[config.mk]
export PLATFORM = sky130hd
export DESIGN_NAME = prbs_gen
export DESIGN_NICKNAME = d
export VERILOG_FILES = /design/src/rtl/prbs_pkg.sv /design/src/rtl/prbs_gen_lfsr_adv.sv /design/src/rtl/prbs_gen.sv
export SDC_FILE = /design/constraint.sdc
export NUM_CORES = 1
export LEC_CHECK = 0
export CELL_PAD_IN_SITES_DETAIL_PLACEMENT = 0
export CELL_PAD_IN_SITES_GLOBAL_PLACEMENT = 1
export CORE_ASPECT_RATIO = 0.5
export CORE_MARGIN = 3
export CORE_UTILIZATION = 40
export DETAILED_ROUTE_END_ITERATION = 8
export GPL_TIMING_DRIVEN = 0
export PLACE_DENSITY = 0.92
export SLEW_MARGIN = 10
export SYNTH_ARGS = -nofsm -noshare
export SYNTH_HDL_FRONTEND = slang
export SYNTH_SLANG_ARGS = --single-unit
[constraint.sdc]
create_clock -name clk -period 2.6 [get_ports clk]
set_input_delay 0.39 -clock clk [delete_from_list [all_inputs] [get_ports clk]]
set_output_delay 0.39 -clock clk [all_outputs]
set_load 0.05 [all_outputs]
[src/rtl/prbs_pkg.sv]
// Shared types and standard polynomial constants for the PRBS generator family.
package prbs_pkg;

    typedef enum logic [1:0] {
        IDLE  = 2'd0,
        RUN   = 2'd1,
        DRAIN = 2'd2
    } fsm_t;

    // Tap masks: bit i set means state[i] feeds the XOR.
    localparam logic [6:0]  PRBS7_TAPS  = 7'h60;
    localparam logic [8:0]  PRBS9_TAPS  = 9'h110;
    localparam logic [14:0] PRBS15_TAPS = 15'h6000;
    localparam logic [22:0] PRBS23_TAPS = 23'h420000;
    localparam logic [30:0] PRBS31_TAPS = 31'h48000000;

    localparam logic [6:0]  PRBS7_SEED  = 7'h01;
    localparam logic [8:0]  PRBS9_SEED  = 9'h001;
    localparam logic [14:0] PRBS15_SEED = 15'h0001;
    localparam logic [22:0] PRBS23_SEED = 23'h000001;
    localparam logic [30:0] PRBS31_SEED = 31'h00000001;

endpackage

[src/rtl/prbs_gen_lfsr_adv.sv]
// Combinational multi-step Fibonacci LFSR advance: DATA_W steps in one cycle,
// first-generated bit lands in word[DATA_W-1]. Reusable by a receive-side checker.
module prbs_lfsr_adv #(
    parameter int                LFSR_W = 7,
    parameter logic [LFSR_W-1:0] TAPS   = 'h60,
    parameter int                DATA_W = 8
) (
    input  logic [LFSR_W-1:0] state,
    output logic [LFSR_W-1:0] next_state,
    output logic [DATA_W-1:0] word
);

    for (genvar k = 0; k < DATA_W; k++) begin : g_step
        logic [LFSR_W-1:0] cur;
        if (k == 0) begin : g_first
            assign cur = state;
        end else begin : g_next
            assign cur = {g_step[k-1].cur[LFSR_W-2:0], ^(g_step[k-1].cur & TAPS)};
        end
        assign word[DATA_W-1-k] = cur[LFSR_W-1];
    end

    assign next_state = {g_step[DATA_W-1].cur[LFSR_W-2:0], ^(g_step[DATA_W-1].cur & TAPS)};

endmodule

[src/rtl/prbs_gen.sv]
// Parametrised PRBS word generator with valid/ready output, seed load and lock-up guard.
// Optional PRBS_ERR_INJ_EN adds an err_inj input that flips bit 0 of the next launched word.
module prbs_gen
    import prbs_pkg::*;
#(
    parameter int                LFSR_W = 7,
    parameter logic [LFSR_W-1:0] TAPS   = PRBS7_TAPS,
    parameter logic [LFSR_W-1:0] SEED   = PRBS7_SEED,
    parameter int                DATA_W = 8,
    parameter int                CNT_W  = 16
) (
    input  logic              clk,
    input  logic              reset_n,
    input  logic              enable,
    input  logic              seed_load,
    input  logic [LFSR_W-1:0] seed_val,
    output logic [DATA_W-1:0] out_data,
    output logic              out_valid,
    input  logic              out_ready,
    output logic              lockup_err,
    output logic [CNT_W-1:0]  beat_cnt,
    output logic              busy
`ifdef PRBS_ERR_INJ_EN
    ,
    input  logic              err_inj
`endif
);

    fsm_t              fsm;
    logic [LFSR_W-1:0] state;
    logic [LFSR_W-1:0] cur_state;
    logic [LFSR_W-1:0] adv_state;
    logic [DATA_W-1:0] adv_word;
    logic [DATA_W-1:0] launch_word;
    logic              state_zero;
    logic              handshake;
    logic              launch;

    // An all-zero LFSR never leaves zero, so it is replaced by SEED before use.
    assign state_zero = (state == '0);
    assign cur_state  = state_zero ? SEED : state;
    assign handshake  = out_valid && out_ready;

    // Enable seen in IDLE launches on the same edge that enters RUN, giving
    // one-cycle latency; with enable low nothing new is launched (drain only).
    assign launch = !seed_load && enable && (!out_valid || out_ready);

    assign busy = (fsm != IDLE);

    prbs_lfsr_adv #(
        .LFSR_W (LFSR_W),
        .TAPS   (TAPS),
        .DATA_W (DATA_W)
    ) u_adv (
        .state      (cur_state),
        .next_state (adv_state),
        .word       (adv_word)
    );

`ifdef PRBS_ERR_INJ_EN
    logic err_pend;

    always_ff @(posedge clk or negedge reset_n) begin
        if (!reset_n) begin
            err_pend <= 1'b0;
        end else if (seed_load) begin
            err_pend <= 1'b0;
        end else if (launch) begin
            err_pend <= err_inj;
        end else if (err_inj) begin
            err_pend <= 1'b1;
        end
    end

    assign launch_word = adv_word ^ DATA_W'(err_pend);
`else
    assign launch_word = adv_word;
`endif

    // NOTE: all state below uses non-blocking assignments so every register
    // samples pre-edge values regardless of statement order.
    always_ff @(posedge clk or negedge reset_n) begin
        if (!reset_n) begin
            state      <= SEED;
            out_data   <= '0;
            out_valid  <= 1'b0;
            lockup_err <= 1'b0;
            beat_cnt   <= '0;
            fsm        <= IDLE;
        end else if (seed_load) begin
            state      <= (seed_val == '0) ? SEED : seed_val;
            lockup_err <= (seed_val == '0);
            out_valid  <= 1'b0;
            fsm        <= enable ? RUN : IDLE;
        end else begin
            if (launch) begin
                state     <= adv_state;
                out_data  <= launch_word;
                out_valid <= 1'b1;
            end else begin
                if (state_zero) state <= SEED;
                if (handshake)  out_valid <= 1'b0;
            end

            if (state_zero) lockup_err <= 1'b1;
            if (handshake)  beat_cnt   <= beat_cnt + 1'b1;

            case (fsm)
                IDLE: begin
                    if (enable) fsm <= RUN;
                end
                RUN: begin
                    // A handshake completing this cycle leaves nothing to drain.
                    if (!enable) fsm <= (out_valid && !out_ready) ? DRAIN : IDLE;
                end
                DRAIN: begin
                    if (enable)                       fsm <= RUN;
                    else if (handshake || !out_valid) fsm <= IDLE;
                end
                default: fsm <= IDLE;
            endcase
        end
    end

endmodule

==> results.toml <==
[floorplan]
row_count = 15
core_area_um2 = 3720
pin_count = 39
initial_core_util = 0.451
dieArea_um2 = 5040
die_w_um = 97.5
die_y_um = 51.7

[cts]
cts_buffer_depth = 2
hold_buffers = 0
cts_buffers = 5
htreeDepth = 2
worstSkewPairLatency_ps = 280
post_cts_resized = 0
post_cts_buffers = 0
root_buffer = "clkbuf_8"
path_clk_slew_ps = 70
tritoncts = "done"
cts_num_sinks = 35

[sta]
drv_slew = 0
finalCritPeriodShare = 0.793
rsz0062_at_grt = "false"
clock_skew_ps = 3.76
worst_slew_pin_slew_ps = 766
final_hold_viol_count = 0
finalSetupViolCount = 0
fmax_mhz = 485
period_minus_slack_ps = 2060
relSlewSlack = 0.490
fin_setup_tns_ps = 0

[detailed_routing]
drtPass1Iterations = 4
drtIter0Drc = 31
ant_nets = 0
drt_wl_total_mm = 3.52
drt-wirelength-per-cell_um = 13.8
drc_errors = 0
num_vias = 1284
vias_per_cell = 5.06

[yosys]
async_flop_share = 1.00
ys_ff_latch = 35
yosysTopAreaCell = "dfrtp_1"
synth_top_area_frac = 0.508
synth_edf_count = 0
ys_warn_count = 0
synth_common_cells = "dfrtp_1 (34), nand2_1 (22), xor2_1 (12)"
yosysMostFrequentCell = "dfrtp_1"
ys.flop_type = "dfrtp_1"
yosysSeqAreaShare = 0.524
avgSynthCellArea_um2 = 10.7
synth.distinct_cells = 44
synth_fp_nets = 171
synth_area_leaders = "dfrtp_1 (51%), xor2_1 (6.3%), nand2_1 (4.9%)"
syn_inst = 157
syn-cell-area_um2 = 1670

[job]
drv_cap = 0

[global_route]
grt_max_degree = 36
grt_pass1_vias = 1245
track_usage = 0.150
grt_pass1_wl_mm = 5.93
antenna_found_initial = 0
overflow = 0

[worst_setup_path]
cp_max_fo = 3
cp.arrival_ps = 1670
required_ps = 2210
path_class = "register to output pin"
end_kind = "output pin"
startpoint_type = "register"

[pwr]
power_density_nw_per_um2 = 744
vdd_ir_drop_max_mv = 0.497
p_leak_nw = 0.972

[cells_and_area]
area_delta_synth_final_pct = 32.2
fin_util = 0.596
finalNetCount = 216
drive_above_1_share = 0.113
fillers = 343
diodes = 0

[run_status]
status = "completed"

[placement]
place_congestion = 0.917
dp_hpwl_mm = 2.53
portBuffers = 38

[min_path]
hold_path_class = "input pin to asynchronous set/reset pin"
[placed cells by master (no fill, tap or decap), types with 3 or more instances in the layout]
cell	instances
a21oi_1	4
and3_1	3
clkbuf_1	4
clkbuf_8	7
clkdlybuf4s50_1	37
dfrtp_1	34
inv_1	8
nand2_1	22
nand3_1	4
nand4_1	5
nor2_1	6
nor3_2	3
nor4_1	3
o21a_1	3
o21ai_0	4
or2_2	3
xnor2_1	8
xor2_1	12
[flip-flops by register name (all words and copies together) (netlist names)]
| register | cells |
|---|---|
| beat_cnt | 16 |
| out_data | 8 |
| state | 7 |
| fsm | 2 |
| lockup_err | 1 |
| out_valid | 1 |
[power breakdown]
part / switching (W) / internal [W] / total, W
clock: 0.000188 / 0.000242 / 0.000430
sequential: 0.0000816 / 0.000621 / 0.000703
combinational: 0.000326 / 0.000189 / 0.000515
[stage by stage]
stage / hold WS (ps) / cell area, µm² / power [W] / setup slack, ps / instances
floorplan: 94.4 / 1670 / 0.00104 / 797 / 157
global placement: 459 / 2120 / 0.00122 / 396 / 246
detailed placement: 460 / 2110 / 0.00123 / 504 / 246
CTS: 192 / 2210 / 0.00167 / 519 / 254
global route: 236 / 2210 / 0.00173 / 499 / 254
finish: 172 / 2210 / 0.00165 / 538 / 254
[final timing paths]
kind	start	to	slack, ps	cells past startpoint
min in group clk	beat_cnt[15]$_DFFE_PN0P_	beat_cnt[15]$_DFFE_PN0P_	470	1
max	fsm[0]$_DFFE_PN0P_	busy	540	2
max in group asynchronous	reset_n	beat_cnt[12]$_DFFE_PN0P_	1940	1
max reg2reg	state[5]$_DFF_PN0_	state[0]$_DFF_PN1_	790	6
min	reset_n	state[6]$_DFF_PN0_	170	1
min reg2reg	beat_cnt[15]$_DFFE_PN0P_	beat_cnt[15]$_DFFE_PN0P_	470	1
[critical path, stage by stage (launching register included)]
cell and delay [ps]:
dfrtp_1 400, or2_2 290, clkdlybuf4s50_1 700
[cells by family (layout without fill, tap and decap cells)]
group,Yosys count,after routing,synth area share
xor+xnor,20,20,0.105
compound gates,23,23,0.0919
fa+ha+maj,2,2,0.0149
simple gates,61,61,0.212
mux,3,3,0.0187
flops,35,35,0.524
buf+inv,13,59,0.0344
[area by class of cell]
| cell class | instances | area [µm²] | share of cell area |
|---|---|---|---|
| inverters | 8 | 30.0 | 0.0136 |
| flip-flops and latches | 35 | 877 | 0.396 |
| clock buffers | 8 | 100 | 0.0452 |
| multi-input cells | 109 | 739 | 0.334 |
| well taps | 51 | 63.8 | 0.0288 |
| plain buffers | 5 | 27.5 | 0.0124 |
| repair buffers | 38 | 375 | 0.170 |
[routing by layer]
layer / up-vias / track usage / share of wire
met5: - / 0 / 0
met4: 0 / 0.0759 / 0.020
met3: 7 / 0.0442 / 0.042
met2: 33 / 0.223 / 0.44
met1: 608 / 0.202 / 0.49
li1: 636 / - / -
Note: power is estimated with default switching activity, not from simulation.
